$ cat config.mk
export PLATFORM = sky130hd
export DESIGN_NAME = imem_dmem_arbiter
export DESIGN_NICKNAME = d
export VERILOG_FILES = /design/src/rtl/imem_dmem_arbiter.sv
export SDC_FILE = /design/constraint.sdc
export NUM_CORES = 1
export LEC_CHECK = 0
export ABC_CLOCK_PERIOD_IN_PS = 5100
export CAP_MARGIN = 15
export CORE_MARGIN = 2
export CORE_UTILIZATION = 41
export DETAILED_ROUTE_END_ITERATION = 16
export GPL_TIMING_DRIVEN = 0
export PLACE_DENSITY = 0.86
export SYNTH_ARGS = -nofsm -noshare
export SYNTH_HDL_FRONTEND = slang
export SYNTH_SLANG_ARGS = --single-unit
$ cat constraint.sdc
create_clock -name clk -period 5.1 [get_ports clk]
set_clock_uncertainty 0.1 [all_clocks]
set_input_delay 1.02 -clock clk [delete_from_list [all_inputs] [get_ports clk]]
set_output_delay 1.02 -clock clk [all_outputs]
set_load 0.01 [all_outputs]
$ cat src/rtl/imem_dmem_arbiter.sv
// Round-robin arbiter sharing one unified instruction/data memory port between
// the fetch unit (r0) and the load/store unit (r1); one transaction in flight.
module imem_dmem_arbiter #(
  parameter int DATA_WIDTH  = 32,
  parameter int ADDR_WIDTH  = 32,
  parameter int MEM_LATENCY = 1
) (
  input  logic                  clk,
  input  logic                  rst_n,
  input  logic                  r0_req,
  input  logic                  r0_we,
  input  logic [ADDR_WIDTH-1:0] r0_addr,
  input  logic [DATA_WIDTH-1:0] r0_wdata,
  output logic                  r0_gnt,
  output logic                  r0_done,
  output logic [DATA_WIDTH-1:0] r0_rdata,
  output logic                  r0_err,
  input  logic                  r1_req,
  input  logic                  r1_we,
  input  logic [ADDR_WIDTH-1:0] r1_addr,
  input  logic [DATA_WIDTH-1:0] r1_wdata,
  output logic                  r1_gnt,
  output logic                  r1_done,
  output logic [DATA_WIDTH-1:0] r1_rdata,
  output logic                  r1_err,
  output logic                  mem_chip_sel,
  output logic [ADDR_WIDTH-1:0] mem_addr,
  output logic [DATA_WIDTH-1:0] mem_wr_data,
  output logic                  mem_wr_en,
  input  logic [DATA_WIDTH-1:0] mem_rd_data
);

  typedef enum logic [1:0] {
    IDLE  = 2'd0,
    ISSUE = 2'd1,
    WAIT  = 2'd2,
    RESP  = 2'd3
  } state_t;

  localparam logic [3:0] LAT_LOAD = 4'(MEM_LATENCY - 1);

  state_t                state_q, state_d;
  logic [3:0]            cnt_q, cnt_d;
  logic                  last_gnt_q, last_gnt_d;
  logic                  id_q, id_d;
  logic                  we_q, we_d;
  logic                  mem_chip_sel_q, mem_chip_sel_d;
  logic [ADDR_WIDTH-1:0] mem_addr_q, mem_addr_d;
  logic [DATA_WIDTH-1:0] mem_wr_data_q, mem_wr_data_d;
  logic                  mem_wr_en_q, mem_wr_en_d;
  logic [DATA_WIDTH-1:0] rdata_q, rdata_d;
  logic [1:0]            done_q, done_d;
  logic [1:0]            err_q, err_d;
  logic [1:0]            gnt_s;
  logic                  win_s;

  // On a tie the requester that did not win last time goes first.
  always_comb begin
    win_s = 1'b0;
    if (r0_req && r1_req) begin
      win_s = ~last_gnt_q;
    end else if (r1_req) begin
      win_s = 1'b1;
    end else begin
      win_s = 1'b0;
    end
  end

  always_comb begin
    state_d        = state_q;
    cnt_d          = cnt_q;
    last_gnt_d     = last_gnt_q;
    id_d           = id_q;
    we_d           = we_q;
    mem_chip_sel_d = mem_chip_sel_q;
    mem_addr_d     = mem_addr_q;
    mem_wr_data_d  = mem_wr_data_q;
    mem_wr_en_d    = mem_wr_en_q;
    rdata_d        = rdata_q;
    done_d         = done_q;
    err_d          = err_q;
    gnt_s          = 2'b00;
    case (state_q)
      IDLE: begin
        done_d = 2'b00;
        err_d  = 2'b00;
        if (r0_req || r1_req) begin
          gnt_s[win_s]   = 1'b1;
          id_d           = win_s;
          last_gnt_d     = win_s;
          we_d           = win_s ? r1_we : r0_we;
          mem_addr_d     = win_s ? r1_addr : r0_addr;
          mem_wr_data_d  = win_s ? r1_wdata : r0_wdata;
          // Instruction space is read-only: the strobe is never raised there.
          mem_wr_en_d    = (win_s ? r1_we : r0_we) &
                           (win_s ? r1_addr[ADDR_WIDTH-1] : r0_addr[ADDR_WIDTH-1]);
          mem_chip_sel_d = 1'b1;
          state_d        = ISSUE;
        end else begin
          state_d = IDLE;
        end
      end
      ISSUE: begin
        mem_wr_en_d = 1'b0;
        if (we_q) begin
          mem_chip_sel_d = 1'b0;
          rdata_d        = {DATA_WIDTH{1'b0}};
          done_d[id_q]   = 1'b1;
          err_d[id_q]    = ~mem_addr_q[ADDR_WIDTH-1];
          state_d        = RESP;
        end else begin
          cnt_d   = LAT_LOAD;
          state_d = WAIT;
        end
      end
      WAIT: begin
        mem_wr_en_d = 1'b0;
        if (cnt_q == 4'd0) begin
          mem_chip_sel_d = 1'b0;
          rdata_d        = mem_rd_data;
          done_d[id_q]   = 1'b1;
          err_d          = 2'b00;
          state_d        = RESP;
        end else begin
          cnt_d   = cnt_q - 4'd1;
          state_d = WAIT;
        end
      end
      RESP: begin
        done_d  = 2'b00;
        err_d   = 2'b00;
        state_d = IDLE;
      end
      default: begin
        mem_chip_sel_d = 1'b0;
        mem_wr_en_d    = 1'b0;
        done_d         = 2'b00;
        err_d          = 2'b00;
        state_d        = IDLE;
      end
    endcase
  end

  // State, command and output registers.
  always_ff @(posedge clk or negedge rst_n) begin
    if (!rst_n) begin
      state_q        <= IDLE;
      cnt_q          <= 4'd0;
      last_gnt_q     <= 1'b1;
      id_q           <= 1'b0;
      we_q           <= 1'b0;
      mem_chip_sel_q <= 1'b0;
      mem_addr_q     <= {ADDR_WIDTH{1'b0}};
      mem_wr_data_q  <= {DATA_WIDTH{1'b0}};
      mem_wr_en_q    <= 1'b0;
      rdata_q        <= {DATA_WIDTH{1'b0}};
      done_q         <= 2'b00;
      err_q          <= 2'b00;
    end else begin
      state_q        <= state_d;
      cnt_q          <= cnt_d;
      last_gnt_q     <= last_gnt_d;
      id_q           <= id_d;
      we_q           <= we_d;
      mem_chip_sel_q <= mem_chip_sel_d;
      mem_addr_q     <= mem_addr_d;
      mem_wr_data_q  <= mem_wr_data_d;
      mem_wr_en_q    <= mem_wr_en_d;
      rdata_q        <= rdata_d;
      done_q         <= done_d;
      err_q          <= err_d;
    end
  end

  assign r0_gnt       = gnt_s[0];
  assign r1_gnt       = gnt_s[1];
  assign r0_done      = done_q[0];
  assign r1_done      = done_q[1];
  assign r0_err       = err_q[0];
  assign r1_err       = err_q[1];
  assign r0_rdata     = rdata_q;
  assign r1_rdata     = rdata_q;
  assign mem_chip_sel = mem_chip_sel_q;
  assign mem_addr     = mem_addr_q;
  assign mem_wr_data  = mem_wr_data_q;
  assign mem_wr_en    = mem_wr_en_q;

endmodule

==> out/summary.json <==
{
  "drt_iter0_drc": 339,
  "clkLatencyLatePin_ns": 0.35,
  "timing.critical_path.buf_inv": 4,
  "ant_nets": 0,
  "worst_ep_required_time_ns": 3.98,
  "maxClockFrequency_mhz": 240,
  "grt_start_max_net_pins": 75,
  "worst_ir_drop_vdd_uv": 303,
  "synth_top_area_cell": "sky130_fd_sc_hd__dfrtp_1",
  "synth_top_family_by_area": "compound AO/OA/AOI/OAI gates",
  "cell_by_cell_trace_of_the_critical_path": "clkdlybuf4s50_1, a21boi_1, buf_4, nor2_2, buf_2, clkdlybuf4s50_1",
  "startpoint_of_the_lowest_slack_register_to_register_path": "state_q[0]",
  "drt_first_pass_iters": 6,
  "mappedNetlistNets": 689,
  "synth_area_leaders": "sky130_fd_sc_hd__dfrtp_1 (53%), sky130_fd_sc_hd__mux2i_1 (9.4%), sky130_fd_sc_hd__nand2_1 (8.5%)",
  "floorplan.die.height_um": 117,
  "finalWorstSetupSlack_ns": 0.929,
  "slew_violations": 0,
  "synth-simple-area-share_pct": 10.3,
  "synthXorXnorAreaFrac_pct": 0,
  "cts_tree": "done",
  "worst_setup_end_kind": "output pin",
  "hold_viol": 0,
  "post-cts-setup-buffers": 0,
  "min_period_over_period_pct": 81.8,
  "wire_length_of_the_first_global_routing_pass_um": 26000,
  "wirelength_um": 17300,
  "io_buffer_count": 301,
  "remaining_drc_errors": 0,
  "worst_hold_path.endpoint": "mem_addr[5]",
  "num_vias": 5107,
  "synthAdderAreaFrac_pct": 1.92,
  "finalPower_mw": 5.19,
  "critPathLaunch": "r0_req",
  "min_path_type": "flip-flop to flip-flop",
  "area_growth_syn_to_layout_pct": 68.3,
  "critical-path-top-cell-by-count": "sky130_fd_sc_hd__clkdlybuf4s50_1",
  "detailedPlacementHpwl_um": 13600,
  "dpl_worst_slack_ns": 0.925,
  "clk_pin_slew_worst_paths_ns": 0.07,
  "run_status": "complete, no violations",
  "post_synth.cell_area_avg_um2": 10.1,
  "ratio_of_total_power_to_cell_area_nw_per_um2": 592,
  "unrepaired_setup_endpoints_after_global_routing": "false",
  "most-common-layout-cells": "sky130_fd_sc_hd__clkdlybuf4s50_1 (300), sky130_fd_sc_hd__nand2_1 (118), sky130_fd_sc_hd__dfrtp_1 (110), sky130_fd_sc_hd__o21ai_0 (87), sky130_fd_sc_hd__mux2i_1 (49)",
  "buffer_levels_on_the_longest_clock_path": 2,
  "ys_seq_area_share_pct": 53.3,
  "syn-instance-count": 515,
  "post_synth_instance_area_um2": 5210,
  "reg2reg_to": "mem_addr[2]",
  "num-fill-cells": 916,
  "yosys-mux-area-fraction_pct": 9.84,
  "hold-path-cell-count": 2,
  "p_leak_nw": 3.85,
  "compound_cell_area_share_of_the_yosys_netlist_pct": 15.1,
  "numCtsBuffers": 9,
  "die_area_um2": 13600,
  "max-cap-violations": 0,
  "reg2reg_depth": 8,
  "core_um2": 12500,
  "globalRoute.totalOverflow": 0,
  "post_synth_num_cell_types": 37,
  "synth.yosys.warnings": 0,
  "layout.cells.most_common": "sky130_fd_sc_hd__clkdlybuf4s50_1",
  "synth.top_cell.area_share_pct": 52.8,
  "inserted_diodes": 0,
  "worst_slew_pin_slew_ns": 0.527,
  "arrival_ns": 3.05,
  "clock-sinks": 111,
  "hold_path_startpoint": "mem_addr[5]",
  "critical_path.top_delay_family": "buffers and inverters",
  "boundaryPins": 302,
  "post_drt_wl_per_cell_um": 17.2,
  "vias_per_cell": 5.08,
  "critical_path_s_slowest_cell": "sky130_fd_sc_hd__clkdlybuf4s50_1",
  "postCtsResizedCells": 0,
  "max_slew_margin_pct": 64.9,
  "period_needed_ns": 4.17,
  "cts-htree-levels": 3,
  "yosys_register_bits": 111,
  "starting_density_of_the_core_pct": 41.6,
  "post_route_cells_drive_above_1_share_pct": 9.00,
  "reg2reg_slack_ns": 2.90,
  "grt_pass1_vias": 5115,
  "setup_viol_count_final": 0,
  "cts-root-buf": "sky130_fd_sc_hd__clkbuf_16",
  "total_global_routing_track_utilization_pct": 25.0,
  "gpl.final_weighted_congestion": 0.857,
  "number_of_antenna_violations_at_the_first_check_in_global_routing": 0,
  "layout.nets": 1002,
  "cts_hold_buffers": 0,
  "floorplan.die.width_um": 117,
  "crit_path_max_incr_delay_ns": 0.59,
  "num_rows": 41,
  "crit_path_max_fanout": 10,
  "worst-setup-path-type": "input port to output pin",
  "cp-start-kind": "input port"
}
## cells in the mapped netlist
master / count
sky130_fd_sc_hd__a21boi_1: 1
sky130_fd_sc_hd__nor3b_1: 1
sky130_fd_sc_hd__nor3b_4: 1
sky130_fd_sc_hd__o31ai_1: 2
sky130_fd_sc_hd__dfstp_2: 1
sky130_fd_sc_hd__clkbuf_1: 17
sky130_fd_sc_hd__a222oi_1: 15
sky130_fd_sc_hd__a22o_1: 5
sky130_fd_sc_hd__o211ai_1: 1
sky130_fd_sc_hd__buf_4: 37
sky130_fd_sc_hd__a31oi_1: 1
sky130_fd_sc_hd__a211oi_2: 1
sky130_fd_sc_hd__nor2_1: 3
sky130_fd_sc_hd__o211ai_2: 1
sky130_fd_sc_hd__a21o_1: 2
sky130_fd_sc_hd__buf_2: 7
sky130_fd_sc_hd__nand3b_1: 1
sky130_fd_sc_hd__o22a_1: 2
sky130_fd_sc_hd__dfrtp_1: 110
sky130_fd_sc_hd__a32o_1: 1
sky130_fd_sc_hd__ha_1: 8
sky130_fd_sc_hd__nand2_1: 118
sky130_fd_sc_hd__o21ai_0: 87
sky130_fd_sc_hd__mux2i_1: 49
sky130_fd_sc_hd__nor2_2: 1
sky130_fd_sc_hd__a221oi_1: 1
sky130_fd_sc_hd__buf_6: 3
sky130_fd_sc_hd__o21ai_2: 2
sky130_fd_sc_hd__a32oi_1: 1
sky130_fd_sc_hd__nor3_1: 2
sky130_fd_sc_hd__nand2b_1: 2
sky130_fd_sc_hd__nor4b_1: 1
sky130_fd_sc_hd__nand3_1: 1
sky130_fd_sc_hd__inv_1: 22
sky130_fd_sc_hd__and2_4: 1
sky130_fd_sc_hd__a21oi_1: 4
sky130_fd_sc_hd__mux2_2: 2
## state kept, by name (all words and copies together) (netlist names)
signal and count:
err_q 2, we_q 1, mem_chip_sel 1, state_q 2
mem_addr 32, last_gnt_q 1, mem_wr_en 1, cnt_q 4
id_q 1, mem_wr_data 32, r0_rdata 32, done_q 2
## metal layers
metal | up-vias | track usage [%] | part of all wire [%]
met5 | - | 0 | 0
met3 | 46 | 6.95 | 9.3
met4 | 0 | 13.6 | 4.1
met2 | 268 | 44.0 | 51
met1 | 2436 | 27.2 | 35
li1 | 2357 | - | -
## where the power goes
part / internal (mW) / switching [mW]
logic: 1.52 / 1.35
registers: 1.31 / 0.295
clock network: 0.407 / 0.317
## worst reg2reg max path, delay by kind of cell (launching register included)
family | cells | cell delay (ns)
buf+inv | 4 | 0.98
compound gates | 2 | 0.31
simple gates | 1 | 0.09
flops | 1 | 0.41
fa+ha+maj | 1 | 0.21
## kinds of logic (layout without fill, tap and decap cells)
logic type	after synthesis	count (layout)
mux	51	51
flops	111	111
simple gates	132	132
buf+inv	86	404
fa+ha+maj	8	8
compound gates	127	127
## layout make-up
type / count / area [um2] / area share [%]
clock buffers: 11 / 253 / 2.88
plain buffers: 64 / 410 / 4.68
well taps: 172 / 215 / 2.45
clock inverters: 5 / 56.3 / 0.642
repair buffers: 302 / 3040 / 34.6
inverters: 22 / 82.6 / 0.941
multi-input cells: 318 / 1940 / 22.1
flip-flops and latches: 111 / 2780 / 31.7
## stage by stage
| step | area, um2 | hold WS, ns | std cells | TNS (ns) | util [%] |
|---|---|---|---|---|---|
| finish | 8770 | 0.381 | 1005 | 0 | 70.1 |
| global route | 8770 | 0.416 | 1005 | 0 | 70.1 |
| CTS | 8770 | 0.385 | 1005 | 0 | 70.1 |
| detailed placement | 8470 | 0.369 | 989 | 0 | 67.6 |
| global placement | 8440 | 0.361 | 988 | -131.07 | 67.4 |
| floorplan | 5210 | 0.408 | 515 | 0 | - |
## worst max-delay path by stage
stage	end	slack, ns	depth (start not counted)
after global placement	mem_wr_data[13]	-1.20	1
after detailed placement	r0_gnt	0.93	6
after floorplan	r0_gnt	2.28	4
after CTS	r0_gnt	0.92	6
final	r0_gnt	0.93	6
after global routing	r0_gnt	0.89	6
Note: power is estimated with default switching activity, not from simulation.
